===== src/rtl/riscv_mc.sv =====
// Multi-cycle RV32I-subset core (FETCH/DECODE/EXEC/MEM/WB/HALT) with its regfile and ALU.
// 3 to 5 cycles per instruction at zero wait; each memory wait cycle holds the request and adds one cycle.
package riscv_mc_pkg;
    typedef enum logic [2:0] {AluAdd, AluSub, AluAnd, AluOr, AluSlt} alu_op_e;
endpackage

module regfile #(
    parameter int XLen = 32
) (
    input  logic            i_clk,
    input  logic            i_rst_n,
    input  logic            i_we,
    input  logic [4:0]      i_waddr,
    input  logic [XLen-1:0] i_wdata,
    input  logic [4:0]      i_raddr_a,
    input  logic [4:0]      i_raddr_b,
    output logic [XLen-1:0] o_rdata_a,
    output logic [XLen-1:0] o_rdata_b
);
    logic [XLen-1:0] r_mem [32];

    // x0 is never written, so it always reads back as zero
    always_ff @(posedge i_clk) begin
        if (!i_rst_n) begin
            for (int i = 0; i < 32; i++) r_mem[i] <= '0;
        end else if (i_we && (i_waddr != 5'd0)) begin
            r_mem[i_waddr] <= i_wdata;
        end
    end

    assign o_rdata_a = r_mem[i_raddr_a];
    assign o_rdata_b = r_mem[i_raddr_b];
endmodule

module alu #(
    parameter int XLen = 32
) (
    input  riscv_mc_pkg::alu_op_e i_op,
    input  logic [XLen-1:0]       i_a,
    input  logic [XLen-1:0]       i_b,
    output logic [XLen-1:0]       o_y
);
    always_comb begin
        o_y = i_a + i_b;
        case (i_op)
            riscv_mc_pkg::AluSub: o_y = i_a - i_b;
            riscv_mc_pkg::AluAnd: o_y = i_a & i_b;
            riscv_mc_pkg::AluOr:  o_y = i_a | i_b;
            riscv_mc_pkg::AluSlt: o_y = {{(XLen-1){1'b0}}, $signed(i_a) < $signed(i_b)};
            default:              o_y = i_a + i_b;
        endcase
    end
endmodule

module riscv_mc #(
    parameter int          XLen     = 32,
    parameter int          ILen     = 32,
    parameter logic [31:0] BootAddr = 32'h0000_0000
) (
    input  logic            clk_i,
    input  logic            rst_ni,
    output logic            pmem_req_o,
    output logic [XLen-1:0] pmem_addr_o,
    input  logic            pmem_rvalid_i,
    input  logic [ILen-1:0] pmem_rdata_i,
    output logic            dmem_req_o,
    output logic            dmem_we_o,
    output logic [XLen-1:0] dmem_addr_o,
    output logic [XLen-1:0] dmem_wdata_o,
    input  logic            dmem_rvalid_i,
    input  logic [XLen-1:0] dmem_rdata_i,
    output logic            retire_o,
    output logic            halt_o
);
    import riscv_mc_pkg::*;

    if (XLen != 32 || ILen != 32) begin : g_bad_width
        $error("riscv_mc supports only XLen = ILen = 32");
    end
    if (BootAddr[1:0] != 2'b00) begin : g_bad_boot
        $error("riscv_mc BootAddr must be word-aligned");
    end

    typedef enum logic [2:0] {SFetch, SDecode, SExec, SMem, SWb, SHalt} state_e;

    state_e          r_state, w_state_nxt;
    logic [ILen-1:0] r_ir;
    logic [XLen-1:0] r_pc, r_a, r_b, r_imm, r_res;

    logic [6:0]      w_opc, w_f7;
    logic [2:0]      w_f3;
    logic            w_f3_alu, w_is_r, w_is_i, w_is_lw, w_is_sw, w_is_br;
    logic            w_is_jal, w_is_jalr, w_is_lui, w_is_auipc, w_legal, w_ctl, w_link;
    logic [XLen-1:0] w_imm, w_alu_b, w_alu_y, w_rs1, w_rs2, w_pc4, w_pc_imm, w_next_pc, w_rd_wdata;
    logic            w_taken, w_pc_bad, w_rf_we;
    alu_op_e         w_alu_op;

    assign w_opc      = r_ir[6:0];
    assign w_f3       = r_ir[14:12];
    assign w_f7       = r_ir[31:25];
    assign w_f3_alu   = (w_f3 == 3'b000) || (w_f3 == 3'b111) || (w_f3 == 3'b110) || (w_f3 == 3'b010);
    assign w_is_r     = (w_opc == 7'b0110011) &&
                        (((w_f7 == 7'b0000000) && w_f3_alu) || ((w_f7 == 7'b0100000) && (w_f3 == 3'b000)));
    assign w_is_i     = (w_opc == 7'b0010011) && w_f3_alu;
    assign w_is_lw    = (w_opc == 7'b0000011) && (w_f3 == 3'b010);
    assign w_is_sw    = (w_opc == 7'b0100011) && (w_f3 == 3'b010);
    assign w_is_br    = (w_opc == 7'b1100011) && (w_f3[2:1] == 2'b00);
    assign w_is_jal   = (w_opc == 7'b1101111);
    assign w_is_jalr  = (w_opc == 7'b1100111) && (w_f3 == 3'b000);
    assign w_is_lui   = (w_opc == 7'b0110111);
    assign w_is_auipc = (w_opc == 7'b0010111);
    assign w_link     = w_is_jal || w_is_jalr || w_is_lui || w_is_auipc;
    assign w_ctl      = w_is_br || w_link;
    assign w_legal    = w_is_r || w_is_i || w_is_lw || w_is_sw || w_ctl;

    always_comb begin
        w_imm = {{20{r_ir[31]}}, r_ir[31:20]};
        if (w_is_sw)                     w_imm = {{20{r_ir[31]}}, r_ir[31:25], r_ir[11:7]};
        else if (w_is_br)                w_imm = {{19{r_ir[31]}}, r_ir[31], r_ir[7], r_ir[30:25], r_ir[11:8], 1'b0};
        else if (w_is_lui || w_is_auipc) w_imm = {r_ir[31:12], 12'b0};
        else if (w_is_jal)               w_imm = {{11{r_ir[31]}}, r_ir[31], r_ir[19:12], r_ir[20], r_ir[30:21], 1'b0};
    end

    // Only R/I ALU instructions select by funct3; addresses and jalr targets use add
    always_comb begin
        w_alu_op = AluAdd;
        if (w_is_r || w_is_i) begin
            case (w_f3)
                3'b000:  w_alu_op = (w_is_r && w_f7[5]) ? AluSub : AluAdd;
                3'b111:  w_alu_op = AluAnd;
                3'b110:  w_alu_op = AluOr;
                3'b010:  w_alu_op = AluSlt;
                default: w_alu_op = AluAdd;
            endcase
        end
    end

    assign w_alu_b = w_is_r ? r_b : r_imm;

    alu #(.XLen(XLen)) u_alu (.i_op(w_alu_op), .i_a(r_a), .i_b(w_alu_b), .o_y(w_alu_y));

    assign w_pc4     = r_pc + 32'd4;
    assign w_pc_imm  = r_pc + r_imm;
    assign w_taken   = w_f3[0] ? (r_a != r_b) : (r_a == r_b);
    assign w_next_pc = (w_is_jal || (w_is_br && w_taken)) ? w_pc_imm :
                       w_is_jalr ? {w_alu_y[XLen-1:1], 1'b0} : w_pc4;
    assign w_pc_bad  = (w_next_pc[1:0] != 2'b00);

    assign w_rf_we    = (r_state == SWb) || ((r_state == SExec) && w_link && !w_pc_bad);
    assign w_rd_wdata = (r_state == SWb) ? r_res : w_is_lui ? r_imm : w_is_auipc ? w_pc_imm : w_pc4;

    regfile #(.XLen(XLen)) u_rf (
        .i_clk(clk_i), .i_rst_n(rst_ni), .i_we(w_rf_we), .i_waddr(r_ir[11:7]), .i_wdata(w_rd_wdata),
        .i_raddr_a(r_ir[19:15]), .i_raddr_b(r_ir[24:20]), .o_rdata_a(w_rs1), .o_rdata_b(w_rs2)
    );

    always_ff @(posedge clk_i) begin
        if (!rst_ni) r_state <= SFetch;
        else         r_state <= w_state_nxt;
    end

    always_comb begin
        w_state_nxt = r_state;
        case (r_state)
            SFetch:  if (pmem_rvalid_i) w_state_nxt = SDecode;
            SDecode: w_state_nxt = w_legal ? SExec : SHalt;
            SExec: begin
                if (w_is_lw || w_is_sw) w_state_nxt = (w_alu_y[1:0] != 2'b00) ? SHalt : SMem;
                else if (w_ctl)         w_state_nxt = w_pc_bad ? SHalt : SFetch;
                else                    w_state_nxt = SWb;
            end
            SMem:    if (dmem_rvalid_i) w_state_nxt = w_is_sw ? SFetch : SWb;
            SWb:     w_state_nxt = SFetch;
            default: w_state_nxt = SHalt;
        endcase
    end

    // Outputs are forced low while reset is held, which also aborts any access in flight
    always_comb begin
        pmem_req_o   = 1'b0;
        pmem_addr_o  = '0;
        dmem_req_o   = 1'b0;
        dmem_we_o    = 1'b0;
        dmem_addr_o  = '0;
        dmem_wdata_o = '0;
        retire_o     = 1'b0;
        halt_o       = 1'b0;
        if (rst_ni) begin
            case (r_state)
                SFetch: begin
                    pmem_req_o  = 1'b1;
                    pmem_addr_o = r_pc;
                end
                SExec: retire_o = w_ctl && !w_pc_bad;
                SMem: begin
                    dmem_req_o   = 1'b1;
                    dmem_we_o    = w_is_sw;
                    dmem_addr_o  = {r_res[XLen-1:2], 2'b00};
                    dmem_wdata_o = r_b;
                    retire_o     = dmem_rvalid_i && w_is_sw;
                end
                SWb:    retire_o = 1'b1;
                SHalt:  halt_o = 1'b1;
                default: ;
            endcase
        end
    end

    always_ff @(posedge clk_i) begin
        if (!rst_ni) begin
            r_pc  <= BootAddr;
            r_ir  <= '0;
            r_a   <= '0;
            r_b   <= '0;
            r_imm <= '0;
            r_res <= '0;
        end else begin
            case (r_state)
                SFetch: if (pmem_rvalid_i) r_ir <= pmem_rdata_i;
                SDecode: begin
                    r_a   <= w_rs1;
                    r_b   <= w_rs2;
                    r_imm <= w_imm;
                end
                SExec: begin
                    if (!w_ctl)              r_res <= w_alu_y;
                    if (w_ctl && !w_pc_bad)  r_pc  <= w_next_pc;
                end
                SMem: begin
                    if (dmem_rvalid_i && w_is_sw)  r_pc  <= w_pc4;
                    if (dmem_rvalid_i && !w_is_sw) r_res <= dmem_rdata_i;
                end
                SWb:    r_pc <= w_pc4;
                default: ;
            endcase
        end
    end
endmodule


===== config.mk =====
export PLATFORM = sky130hd
export DESIGN_NAME = riscv_mc
export DESIGN_NICKNAME = d
export VERILOG_FILES = /design/src/rtl/riscv_mc.sv
export SDC_FILE = /design/constraint.sdc
export NUM_CORES = 2
export LEC_CHECK = 0
export BUFFER_PORTS_ARGS = -buffer_cell sky130_fd_sc_hd__buf_2
export CAP_MARGIN = 30
export CORE_ASPECT_RATIO = 0.6
export CORE_MARGIN = 10
export CORE_UTILIZATION = 50
export DETAILED_ROUTE_END_ITERATION = 6
export PLACE_DENSITY = 0.76
export SETUP_SLACK_MARGIN = 0.4
export SYNTH_ARGS = -nofsm -noshare
export SYNTH_HDL_FRONTEND = slang
export SYNTH_SLANG_ARGS = --single-unit
export TNS_END_PERCENT = 100

===== constraint.sdc =====
create_clock -name clk_i -period 11.16 [get_ports clk_i]
set_input_delay 3.348 -clock clk_i [delete_from_list [all_inputs] [get_ports clk_i]]
set_output_delay 3.348 -clock clk_i [all_outputs]
set_load 0.05 [all_outputs]

==> reports/metrics.csv <==
stage,metric,value,unit
worst_setup_path,Worst Path Required,7810,ps
power,worst voltage drop across the vdd grid,0.1399,mV
placed_design,Detailed Place HPWL,170700,um
synthesis,total number of yosys warnings,0,
cts,maximum clock path buffer count,3,
floorplan,Boundary Pins,169,
synthesis,dominant combinational cell family by area after synthesis,multiplexers,
sta,ratio of final minimum period to clock period,84.30,%
placed_design,Routability Congestion,1.006,
global_routing,via count of the first global-routing pass,49510,
synthesis,main area contributors after synthesis,"sky130_fd_sc_hd__edfxtp_1 45%, sky130_fd_sc_hd__mux4_2 21%, sky130_fd_sc_hd__nor2_1 6.8%",
floorplan,Die X,498.3,um
cells_and_area,fin nets,5670,
detailed_routing,"wirelength, routed",255800,um
synthesis,count of different cell masters after synthesis,102,
floorplan,starting density of the core,50.27,%
run_status,result of the run,finished with violations,
detailed_routing,vias after detailed routing,53010,
sta,Setup Total Neg Slack,0,ps
worst_setup_path,Critical Setup Path Class,register to output pin,
synthesis,number of enable-type register cells in the synthesized netlist,1024,
synthesis,sequential cell area fraction in the yosys report,50.50,%
global_routing,maximum number of pins on one net before global-route repair,107,
cells_and_area,fraction of final layout cells sized beyond drive strength 1,23.92,%
sta,number of hold violations in the final report,0,
floorplan,total core area,136500,um2
sta,worst rel slew slack,16.93,%
global_routing,number of antenna violations at the first check in global routing,8,
synthesis,post-synthesis instance total,5510,
detailed_routing,drt first-iter violations,10930,
detailed_routing,DR DRC count,1,
synthesis,count of state elements after synthesis,1219,
cells_and_area,layout overhead on the synthesized area,9.751,%
sta,unrepaired setup endpoints after global routing,no,
cells_and_area,ANT cells,0,
synthesis,cell type contributing the most total cell area after synthesis,sky130_fd_sc_hd__edfxtp_1,
synthesis,multiplexer share of the synthesized area,22.58,%
cts,Post-CTS Resized,0,
run_status,violations in the final reports,DRC,
global_routing,GRT Overall Usage,32.20,%
sta,final critical-path setup slack,1752,ps
synthesis,most used standard cells in the synthesized netlist,"1,237 x sky130_fd_sc_hd__nor2_1, 1,024 x sky130_fd_sc_hd__edfxtp_1, 640 x sky130_fd_sc_hd__mux4_2",
synthesis,adder and majority gate portion of the synthesized area,2.421,%
worst_setup_path,crit path max fanout,33,
placed_design,"worst slack, placed",2723,ps
detailed_routing,Antenna Nets Post-Route,0,
power,total power per unit cell area,161.3,nW/um2
detailed_routing,routed wirelength normalized by instance count,34.66,um
detailed_routing,length of the first detailed-routing pass in iterations,7,
synthesis,Synth Flop Type,sky130_fd_sc_hd__edfxtp_1,
cts,CTS tree,done,
synthesis,synthesized area,68620,um2
power,Leakage Power,25.44,nW
floorplan,Die Y-Extent,307.0,um
sta,final-report max-slew violation count,0,
placed_design,number of buffers added on ports,166,
synthesis,asr flop ratio synth,0,%
cts,setup repair bufs after CTS,0,
synthesis,fraction of synthesized cell area taken by the top area cell type,44.81,%
detailed_routing,Vias per Instance,7.183,
cts,root buf cell,sky130_fd_sc_hd__clkbuf_16,
cells_and_area,Final Core Density,55.17,%
cts,number of buffers created by CTS,107,
floorplan,Std-Cell Rows,105,
sta,setup violation total in the final timing report,0,
cts,H-tree levels,3,
worst_setup_path,Critical Path Sink Type,output pin,
worst_setup_path,critical path launch point type,register,
run,total of max-cap violations,0,
synthesis,most numerous cell in the Yosys netlist,sky130_fd_sc_hd__nor2_1,
worst_hold_path,type of the most critical hold path,register to register,
synthesis,average size of a mapped cell,12.45,um2
floorplan,overall die area,152900,um2
synthesis,Simple-Gate Fraction of Synth Area,11.88,%
synthesis,XOR/XNOR share of the synthesized area,1.251,%
cts,clock slew seen by the registers of the worst setup and hold paths,80,ps
cts,total clock sinks,1219,
global_routing,first-pass GRT wire length,362100,um
sta,measured slew at the worst slew-check pin,1246,ps
cts,later-pin clock latency in the skew report,750,ps
synthesis,Compound-Gate Fraction of Synth Area,7.660,%
global_routing,gr ovfl total,0,
sta,worst clock skew on the final layout,36.84,ps
sta,upper clock frequency limit,106.3,MHz
sta,min cycle time layout,9408,ps
worst_setup_path,data arrival time of the critical path,6060,ps
cts,post-cts hold buffer count,0,
## report_power, final
group	internal (W)	switching, W
combinational	0.00101	0.00178
clock	0.00211	0.00182
sequential	0.00513	0.000290
total	0.00825	0.00389
## layer usage
| layer | GRT usage [%] | wire (um) |
|---|---|---|
| met5 | 0 | 26 |
| met4 | 9.349 | 9088 |
| met3 | 14.32 | 49390 |
| met2 | 42.61 | 101600 |
| met1 | 47.25 | 95600 |
## critical path, cell delays in order, from the launching register on
cell and delay [ps]:
sky130_fd_sc_hd__dfxtp_1 350, sky130_fd_sc_hd__nor4_2 610, sky130_fd_sc_hd__nand3_1 300, sky130_fd_sc_hd__nor3_2 220, sky130_fd_sc_hd__buf_4 500, sky130_fd_sc_hd__mux2_2 440, sky130_fd_sc_hd__ha_1 230, sky130_fd_sc_hd__fa_1 520
sky130_fd_sc_hd__nor3_1 60, sky130_fd_sc_hd__a311oi_2 430, sky130_fd_sc_hd__a21oi_2 150, sky130_fd_sc_hd__a31oi_4 330, sky130_fd_sc_hd__a21o_1 300, sky130_fd_sc_hd__nand2_1 360, sky130_fd_sc_hd__inv_1 210, sky130_fd_sc_hd__buf_2 290
## metrics by stage
step / power [W] / instances / area [um2] / hold slack, ps
floorplan: 0.007123 / 5543 / 68740 / 428.8
global placement: 0.008088 / 7157 / 71340 / 469.7
detailed placement: 0.008143 / 7172 / 71640 / 478.5
CTS: 0.01198 / 7370 / 75170 / 487.3
global route: 0.01240 / 7379 / 75310 / 517.4
finish: 0.01215 / 7379 / 75310 / 490.1
## sequential cells by signal (all words and copies together), names as in the netlist
signal / cells
r_imm: 32
r_b: 32
u_rf.r_mem: 1024
r_pc: 32
r_state: 3
r_res: 32
r_ir: 32
r_a: 32
## worst paths after layout
path                            startpoint  depth (start not counted)         to  slack (ps)
worst min register to register     r_ir[2]                          2    r_ir[2]         490
worst max register to register    r_ir[26]                         17  r_res[25]        3460
worst max-delay path              r_ir[26]                         15   retire_o        1750
worst min-delay path               r_ir[2]                          2    r_ir[2]         490
## placed cells by master, fill, tap and decap left out, types with 37 or more instances in the layout
cell	instances
sky130_fd_sc_hd__buf_4	157
sky130_fd_sc_hd__inv_1	111
sky130_fd_sc_hd__nor3_1	70
sky130_fd_sc_hd__mux2i_1	72
sky130_fd_sc_hd__ha_1	128
sky130_fd_sc_hd__mux4_2	640
sky130_fd_sc_hd__clkbuf_16	110
sky130_fd_sc_hd__xor2_1	64
sky130_fd_sc_hd__dfxtp_1	184
sky130_fd_sc_hd__a21oi_1	220
sky130_fd_sc_hd__edfxtp_1	1024
sky130_fd_sc_hd__and3_1	113
sky130_fd_sc_hd__nand2_1	220
sky130_fd_sc_hd__a211oi_1	115
sky130_fd_sc_hd__o21ai_0	131
sky130_fd_sc_hd__nor2_1	1234
sky130_fd_sc_hd__buf_2	167
sky130_fd_sc_hd__nand3_1	40
sky130_fd_sc_hd__nand2_2	37
## cell families (layout without fill, tap and decap cells)
| logic type | count (synthesis) | in the layout |
|---|---|---|
| buf+inv | 642 | 659 |
| flops | 1219 | 1219 |
| simple gates | 1886 | 1886 |
| other cells | 1 | 34 |
| xor+xnor | 98 | 98 |
| compound gates | 789 | 789 |
| fa+ha+maj | 131 | 131 |
| mux | 744 | 744 |
## area by class of cell
cell class | count | area [um2]
timing repair buffer | 348 | 2495
clock inverter | 66 | 698.2
multi-input combinational | 3682 | 31890
fill | 10810 | 61190
tap | 1819 | 2276
sequential | 1219 | 34690
clock buffer | 132 | 2835
inverter | 113 | 431.7
No activity file was read; power rests on OpenSTA's default activity.
